**src/rtl/sample_pkg.sv**
```systemverilog
// sample_pkg: shared constants, state encoding and config-clamp helpers for
// the acquisition window controller (sample_window_ctrl, sample_stats_acc).
package sample_pkg;

  localparam int DW = 13;       // sample width (signed)
  localparam int CW = 10;       // sample-count width
  localparam int PW = 19;       // period-counter width
  localparam int SW = DW + CW;  // accumulator width, wide enough for 2^CW-1 samples

  localparam logic [PW-1:0] PERIOD_50US = 19'd4999;
  localparam logic [PW-1:0] PERIOD_MIN  = 19'd2;
  localparam logic [PW-1:0] PERIOD_ONE  = 19'd1;
  localparam logic [CW-1:0] COUNT_ONE   = 10'd1;

  typedef enum logic [1:0] {
    IDLE    = 2'd0,
    CAPTURE = 2'd1,
    DRAIN   = 2'd2,
    DONE    = 2'd3
  } state_e;

  // A period below 2 would make the capture compare (period-1) degenerate.
  function automatic logic [PW-1:0] clamp_period(input logic [PW-1:0] p);
    if (p < PERIOD_MIN) begin
      return PERIOD_MIN;
    end else begin
      return p;
    end
  endfunction

  // A zero-length window is run as a single-sample window.
  function automatic logic [CW-1:0] clamp_count(input logic [CW-1:0] c);
    if (c == {CW{1'b0}}) begin
      return COUNT_ONE;
    end else begin
      return c;
    end
  endfunction

endpackage

```
**src/rtl/sample_stats_acc.sv**
```systemverilog
// sample_stats_acc: running signed sum / max / min over the captured samples.
// Ports:
//   i_clk, i_rst_n  clock, async active-low reset (all outputs 0)
//   i_clear         load sum=0, max=most negative, min=most positive
//   i_en            fold i_sample into the statistics
//   i_sample        signed sample (DW)
//   o_sum           signed sum (SW), o_max / o_min signed extremes (DW)
module sample_stats_acc
  import sample_pkg::*;
(
  input  logic          i_clk,
  input  logic          i_rst_n,
  input  logic          i_clear,
  input  logic          i_en,
  input  logic [DW-1:0] i_sample,
  output logic [SW-1:0] o_sum,
  output logic [DW-1:0] o_max,
  output logic [DW-1:0] o_min
);

  logic [SW-1:0] r_sum;
  logic [DW-1:0] r_max;
  logic [DW-1:0] r_min;
  logic [SW-1:0] w_sample_ext;

  // Sign-extend the sample to accumulator width.
  always_comb begin
    w_sample_ext = {{CW{i_sample[DW-1]}}, i_sample};
  end

  // Statistics registers: clear has priority over accumulate.
  always_ff @(posedge i_clk or negedge i_rst_n) begin
    if (!i_rst_n) begin
      r_sum <= {SW{1'b0}};
      r_max <= {DW{1'b0}};
      r_min <= {DW{1'b0}};
    end else if (i_clear) begin
      r_sum <= {SW{1'b0}};
      r_max <= {1'b1, {(DW-1){1'b0}}};
      r_min <= {1'b0, {(DW-1){1'b1}}};
    end else if (i_en) begin
      r_sum <= r_sum + w_sample_ext;
      if ($signed(i_sample) > $signed(r_max)) begin
        r_max <= i_sample;
      end else begin
        r_max <= r_max;
      end
      if ($signed(i_sample) < $signed(r_min)) begin
        r_min <= i_sample;
      end else begin
        r_min <= r_min;
      end
    end else begin
      r_sum <= r_sum;
      r_max <= r_max;
      r_min <= r_min;
    end
  end

  assign o_sum = r_sum;
  assign o_max = r_max;
  assign o_min = r_min;

endmodule

```
**src/rtl/sample_window_ctrl.sv**
```systemverilog
// sample_window_ctrl: runs one software-started acquisition window. Captures
// i_adc_data every latched period, hands samples out through a one-entry
// valid/ready buffer and accumulates sum/max/min over the window.
// Ports:
//   i_clk, i_rst_n              clock, async active-low reset
//   i_start, i_abort            one-cycle command pulses (abort dominates)
//   i_cfg_period, i_cfg_count   latched at an accepted start
//   i_adc_data                  live signed sample
//   o_smp_data, o_smp_valid,
//   i_smp_ready                 downstream handshake
//   o_busy, o_done, o_overrun   window status
//   o_sum, o_max_val, o_min_val window statistics (valid when o_done)
module sample_window_ctrl
  import sample_pkg::*;
(
  input  logic          i_clk,
  input  logic          i_rst_n,
  input  logic          i_start,
  input  logic          i_abort,
  input  logic [PW-1:0] i_cfg_period,
  input  logic [CW-1:0] i_cfg_count,
  input  logic [DW-1:0] i_adc_data,
  output logic [DW-1:0] o_smp_data,
  output logic          o_smp_valid,
  input  logic          i_smp_ready,
  output logic          o_busy,
  output logic          o_done,
  output logic          o_overrun,
  output logic [SW-1:0] o_sum,
  output logic [DW-1:0] o_max_val,
  output logic [DW-1:0] o_min_val
);

  state_e        r_state;
  state_e        w_state_nxt;
  logic [PW-1:0] r_period;
  logic [CW-1:0] r_count;
  logic [PW-1:0] r_per_cnt;
  logic [CW-1:0] r_smp_cnt;
  logic [DW-1:0] r_smp_data;
  logic          r_smp_valid;
  logic          r_overrun;
  logic          r_busy;
  logic          r_done;
  logic          w_start_acc;
  logic          w_capture;
  logic          w_last;

  // Command qualification and capture-edge detection; abort masks both.
  always_comb begin
    w_start_acc = i_start && !i_abort && ((r_state == IDLE) || (r_state == DONE));
    w_capture   = (r_state == CAPTURE) && !i_abort && (r_per_cnt == (r_period - PERIOD_ONE));
    w_last      = w_capture && (r_smp_cnt == (r_count - COUNT_ONE));
  end

  // Next-state logic. DRAIN exits on the edge that empties the buffer.
  always_comb begin
    w_state_nxt = r_state;
    if (i_abort) begin
      w_state_nxt = IDLE;
    end else begin
      case (r_state)
        IDLE:    w_state_nxt = w_start_acc ? CAPTURE : IDLE;
        CAPTURE: w_state_nxt = w_last ? DRAIN : CAPTURE;
        DRAIN:   w_state_nxt = (!r_smp_valid || i_smp_ready) ? DONE : DRAIN;
        DONE:    w_state_nxt = w_start_acc ? CAPTURE : DONE;
        default: w_state_nxt = IDLE;
      endcase
    end
  end

  // State register with registered busy/done decoded from the next state.
  always_ff @(posedge i_clk or negedge i_rst_n) begin
    if (!i_rst_n) begin
      r_state <= IDLE;
      r_busy  <= 1'b0;
      r_done  <= 1'b0;
    end else begin
      r_state <= w_state_nxt;
      r_busy  <= (w_state_nxt == CAPTURE) || (w_state_nxt == DRAIN);
      r_done  <= (w_state_nxt == DONE);
    end
  end

  // Latched config plus period and sample counters.
  always_ff @(posedge i_clk or negedge i_rst_n) begin
    if (!i_rst_n) begin
      r_period  <= {PW{1'b0}};
      r_count   <= {CW{1'b0}};
      r_per_cnt <= {PW{1'b0}};
      r_smp_cnt <= {CW{1'b0}};
    end else if (w_start_acc) begin
      r_period  <= clamp_period(i_cfg_period);
      r_count   <= clamp_count(i_cfg_count);
      r_per_cnt <= {PW{1'b0}};
      r_smp_cnt <= {CW{1'b0}};
    end else if (w_capture) begin
      r_per_cnt <= {PW{1'b0}};
      r_smp_cnt <= r_smp_cnt + COUNT_ONE;
    end else if ((r_state == CAPTURE) && !i_abort) begin
      r_per_cnt <= r_per_cnt + PERIOD_ONE;
    end else begin
      r_per_cnt <= r_per_cnt;
    end
  end

  // One-entry output buffer; a capture into a stalled full buffer is dropped
  // and flagged, but the sample still reaches the statistics.
  always_ff @(posedge i_clk or negedge i_rst_n) begin
    if (!i_rst_n) begin
      r_smp_data  <= {DW{1'b0}};
      r_smp_valid <= 1'b0;
      r_overrun   <= 1'b0;
    end else if (i_abort) begin
      r_smp_valid <= 1'b0;
    end else if (w_start_acc) begin
      r_overrun   <= 1'b0;
    end else if (w_capture) begin
      if (!r_smp_valid || i_smp_ready) begin
        r_smp_data  <= i_adc_data;
        r_smp_valid <= 1'b1;
      end else begin
        r_overrun   <= 1'b1;
      end
    end else if (r_smp_valid && i_smp_ready) begin
      r_smp_valid <= 1'b0;
    end else begin
      r_smp_valid <= r_smp_valid;
    end
  end

  sample_stats_acc u_stats (
    .i_clk    (i_clk),
    .i_rst_n  (i_rst_n),
    .i_clear  (w_start_acc),
    .i_en     (w_capture),
    .i_sample (i_adc_data),
    .o_sum    (o_sum),
    .o_max    (o_max_val),
    .o_min    (o_min_val)
  );

  assign o_smp_data  = r_smp_data;
  assign o_smp_valid = r_smp_valid;
  assign o_overrun   = r_overrun;
  assign o_busy      = r_busy;
  assign o_done      = r_done;

endmodule
```
**config.mk**
```make
export PLATFORM = sky130hd
export DESIGN_NAME = sample_window_ctrl
export DESIGN_NICKNAME = d
export VERILOG_FILES = /design/src/rtl/sample_pkg.sv /design/src/rtl/sample_stats_acc.sv /design/src/rtl/sample_window_ctrl.sv
export SDC_FILE = /design/constraint.sdc
export NUM_CORES = 1
export LEC_CHECK = 0
export CORE_MARGIN = 8
export CORE_UTILIZATION = 43
export CTS_BUF_LIST = sky130_fd_sc_hd__clkbuf_2 sky130_fd_sc_hd__clkbuf_4 sky130_fd_sc_hd__clkbuf_8
export CTS_CLUSTER_DIAMETER = 80
export CTS_CLUSTER_SIZE = 10
export DETAILED_ROUTE_END_ITERATION = 12
export PLACE_DENSITY = 0.65
export SYNTH_ARGS = -nofsm -noshare
export SYNTH_HDL_FRONTEND = slang
export SYNTH_SLANG_ARGS = --single-unit
```
**constraint.sdc**
```tcl
create_clock -name i_clk -period 5.4 [get_ports i_clk]
set_clock_uncertainty 0.15 [all_clocks]
set_input_delay 1.08 -clock i_clk [delete_from_list [all_inputs] [get_ports i_clk]]
set_output_delay 1.08 -clock i_clk [all_outputs]
set_load 0.005 [all_outputs]
```
==> summary.md <==
| Metric | Value |
|---|---|
| Status | completed |
| Area post-placement | 9360 um2 |
| Worst-Margin Slew | 1030 ps |
| Top FF cell, synth | dfrtp_1 |
| Synth top area share | 0.393 |
| Synthesized flop and latch total | 126 |
| Synthesized instance count | 899 |
| Post-route cell area | between 9000 and 10000 um2 |
| Post-CTS Setup Inserts | 0 |
| Sequential fraction of the synthesis area | 0.393 |
| Nets | between 1000 and 1500 |
| Post-route DRC | 0 |
| Initial Utilization | 0.434 |
| Power per cell area | roughly 240 nW/um2 |
| DP HPWL | 15.3 mm |
| Reg2Reg Depth | 13 |
| Critical-path maximum fanout | 34 |
| Detailed Route Iter0 Violations | 326 |
| Area of the core | 18500 um2 |
| CP endpoint kind | register |
| WL final | 21.0 mm |
| VDD IR max | 0.143 mV |
| Num rows | 50 |
| Share of layout cells above drive strength 1 | 0.0737 |
| Final hold violations | 0 |
| Synth top area cells | dfrtp_1 39%, ha_1 8.7%, nand2_1 7.1% |
| CTS tree | built |
| RR Endpoint | u_stats.o_max[3] |
| Slew HR | 0.316 |
| I/O pin count | 113 |
| Vias in the first global route | 6781 |
| Clk Latency, worst-skew pair | ~460 ps |
| RSZ-0062 raised after global routing | no |
| Synth warnings | 0 |
| Most common cell after layout, fill and taps aside | nand2_1 |
| EDFF count, synth | 0 |
| Maximum clock frequency | 231 MHz |
| Non-Filler Instances | 1252 |
| Crit path capture | u_stats.o_max[3] |
| Port Buffer Count | 112 |
| Mapped Area | 8030 um2 |
| Synthesized net count | around 1000 |
| Crit Path Category | reg2reg |
| Die H | 153 um |
| Worst Path Arrival | 4520 ps |
| First-pass GRT wire length | 34.9 mm |
| CTS Sinks | 126 |
| CTS buffer count | 17 |
| Most frequent cells in the layout | 152 x nand2_1, 126 x dfrtp_1, 111 x clkdlybuf4s50_1 |
| CP startpoint kind | register |
| Overall Power | 2.36 mW |
| Final worst-path cycle share | 0.802 |
| Hold Buf Count CTS | 0 |
| Overall Global Routing Usage | 0.184 |
| Die span in x | 153 um |
| GRT overflow | 0 |
| Pre-antenna DRT Iters | 4 |
| Clock-pin slew on the worst setup and hold paths | 90 ps |
| Slew Limit Fails | 0 |
| Worst hold path depth | 2 |
| Initial antenna violation count | 0 |
| Vias per cell | 5.45 |
| Asr flop ratio synth | 1.00 |
| Post-CTS Resized | 0 |
| Hold Path Class | reg2reg |
| Post-Place Cells | around 1200 |
| Setup tns final | 0 ps |
| CP required | 5590 ps |
| Layout area overhead | 21.6% |
| Area leader, netlist | dfrtp_1 |
| Max_cap viols | 0 |
| Endpoints failing setup | 0 |
| Clock period minus worst slack | 4330 ps |
| Netlist cell types | 69 |
| CTS Buffer Depth | 2 |
| R2R Path Start | r_period[0] |
| Critical Path Start | r_period[0] |
| Diodes inserted | 0 |
| ANT nets after route | 0 |
| Gpl congestion | just over 0.8 |
| Largest net degree at the start of global routing | 51 |
| Static leakage power | 4.61 nW |
| Vias after detailed routing | approximately 6800 |
| R2R Setup Slk | 1070 ps |
| Fillers | 1726 |
| H-tree levels | 4 |
| Root Driver | clkbuf_8 |
| DR WL/cell | 16.7 um |
| Die area | 23300 um2 |
| Avg Cell Area, Syn | 8.93 um2 |
## stage by stage
step	setup slack (ps)	hold slack (ps)	util
floorplan	1510	315	-
global placement	917	336	0.505
detailed placement	792	345	0.505
CTS	1070	369	0.527
global route	847	385	0.527
finish	1070	361	0.527
## where the power goes
part,internal (mW),total [mW],leakage (nW),switching (mW)
Clock,0.388,0.849,0.196,0.461
Combinational,0.188,0.430,2.77,0.242
Sequential,0.999,1.08,1.64,0.0856
## worst max-delay path, stage by stage, from the launching register on
cell	delay [ps]
dfrtp_1	450
inv_1	110
ha_1	220
or4b_2	640
nor4_1	270
xnor2_1	180
nand4_1	120
or4_1	540
or4_4	440
buf_4	270
a311oi_4	230
buf_4	300
mux2i_1	220
nor2_1	50
## metal layers
metal | vias to the layer above | track usage | wire length (um) | part of all wire
met3 | 24 | 0.0562 | 1190 | 0.057
met1 | 3282 | 0.226 | 9520 | 0.45
li1 | 3386 | - | - | -
met5 | - | 0 | 0 | 0
met2 | 135 | 0.305 | 9970 | 0.48
met4 | 0 | 0.0537 | 274 | 0.013
## cell families (layout without fill, tap and decap cells)
group / Yosys count / in the layout / synth area share
AOI/OAI and AO/OA: 197 / 197 / 0.156
buffers and inverters: 86 / 205 / 0.0439
and+or+nand+nor: 343 / 343 / 0.212
DFF: 126 / 126 / 0.393
muxes: 40 / 40 / 0.0519
adders and majority gates: 57 / 57 / 0.0898
xor gates and xnor gates: 50 / 50 / 0.0545
## cells in the mapped netlist, drive strengths merged (3+ instances only)
master  count
a211o       3
a211oi      5
a21o       25
a21oi      64
a311oi      3
a31oi       6
a41o        3
and2        3
and3       10
and4        3
and4b       3
buf        10
clkbuf     25
dfrtp     126
ha         56
inv        51
mux2       13
mux2i      27
nand2     152
nand2b      8
nand3      15
nand3b      4
nand4       8
nor2       60
nor2b       6
nor3       16
nor3b      12
nor4       12
o211ai     13
o21a        3
o21ai      49
o21bai      4
or2         3
or3        11
or4         8
xnor2      32
xor2       18
## registers in the layout (all words and copies together), names as in the netlist
name,flops
o_busy,1
o_done,1
o_overrun,1
o_smp_data,13
o_smp_valid,1
r_count,10
r_per_cnt,19
r_period,19
r_smp_cnt,10
r_state,2
u_stats.o_max,13
u_stats.o_min,13
u_stats.o_sum,23
## area by class of cell
cell class | instances | area (um2) | area share
sequential | 126 | 3150 | 0.323
timing repair buffer | 122 | 1190 | 0.122
clock buffer | 17 | 234 | 0.0240
clock inverter | 15 | 169 | 0.0173
inverter | 51 | 191 | 0.0196
tap | 234 | 293 | 0.0300
multi-input combinational | 687 | 4530 | 0.464
## worst min path at each step
stage / start / endpoint / slack, ps
global route: o_overrun / o_overrun / 380
detailed placement: o_smp_data[5] / o_smp_data[5] / 350
global placement: r_count[9] / r_count[9] / 340
CTS: o_smp_data[1] / o_smp_data[1] / 370
floorplan: r_count[9] / r_count[9] / 320
finish: o_overrun / o_overrun / 360
Note: power is estimated with default switching activity, not from simulation.
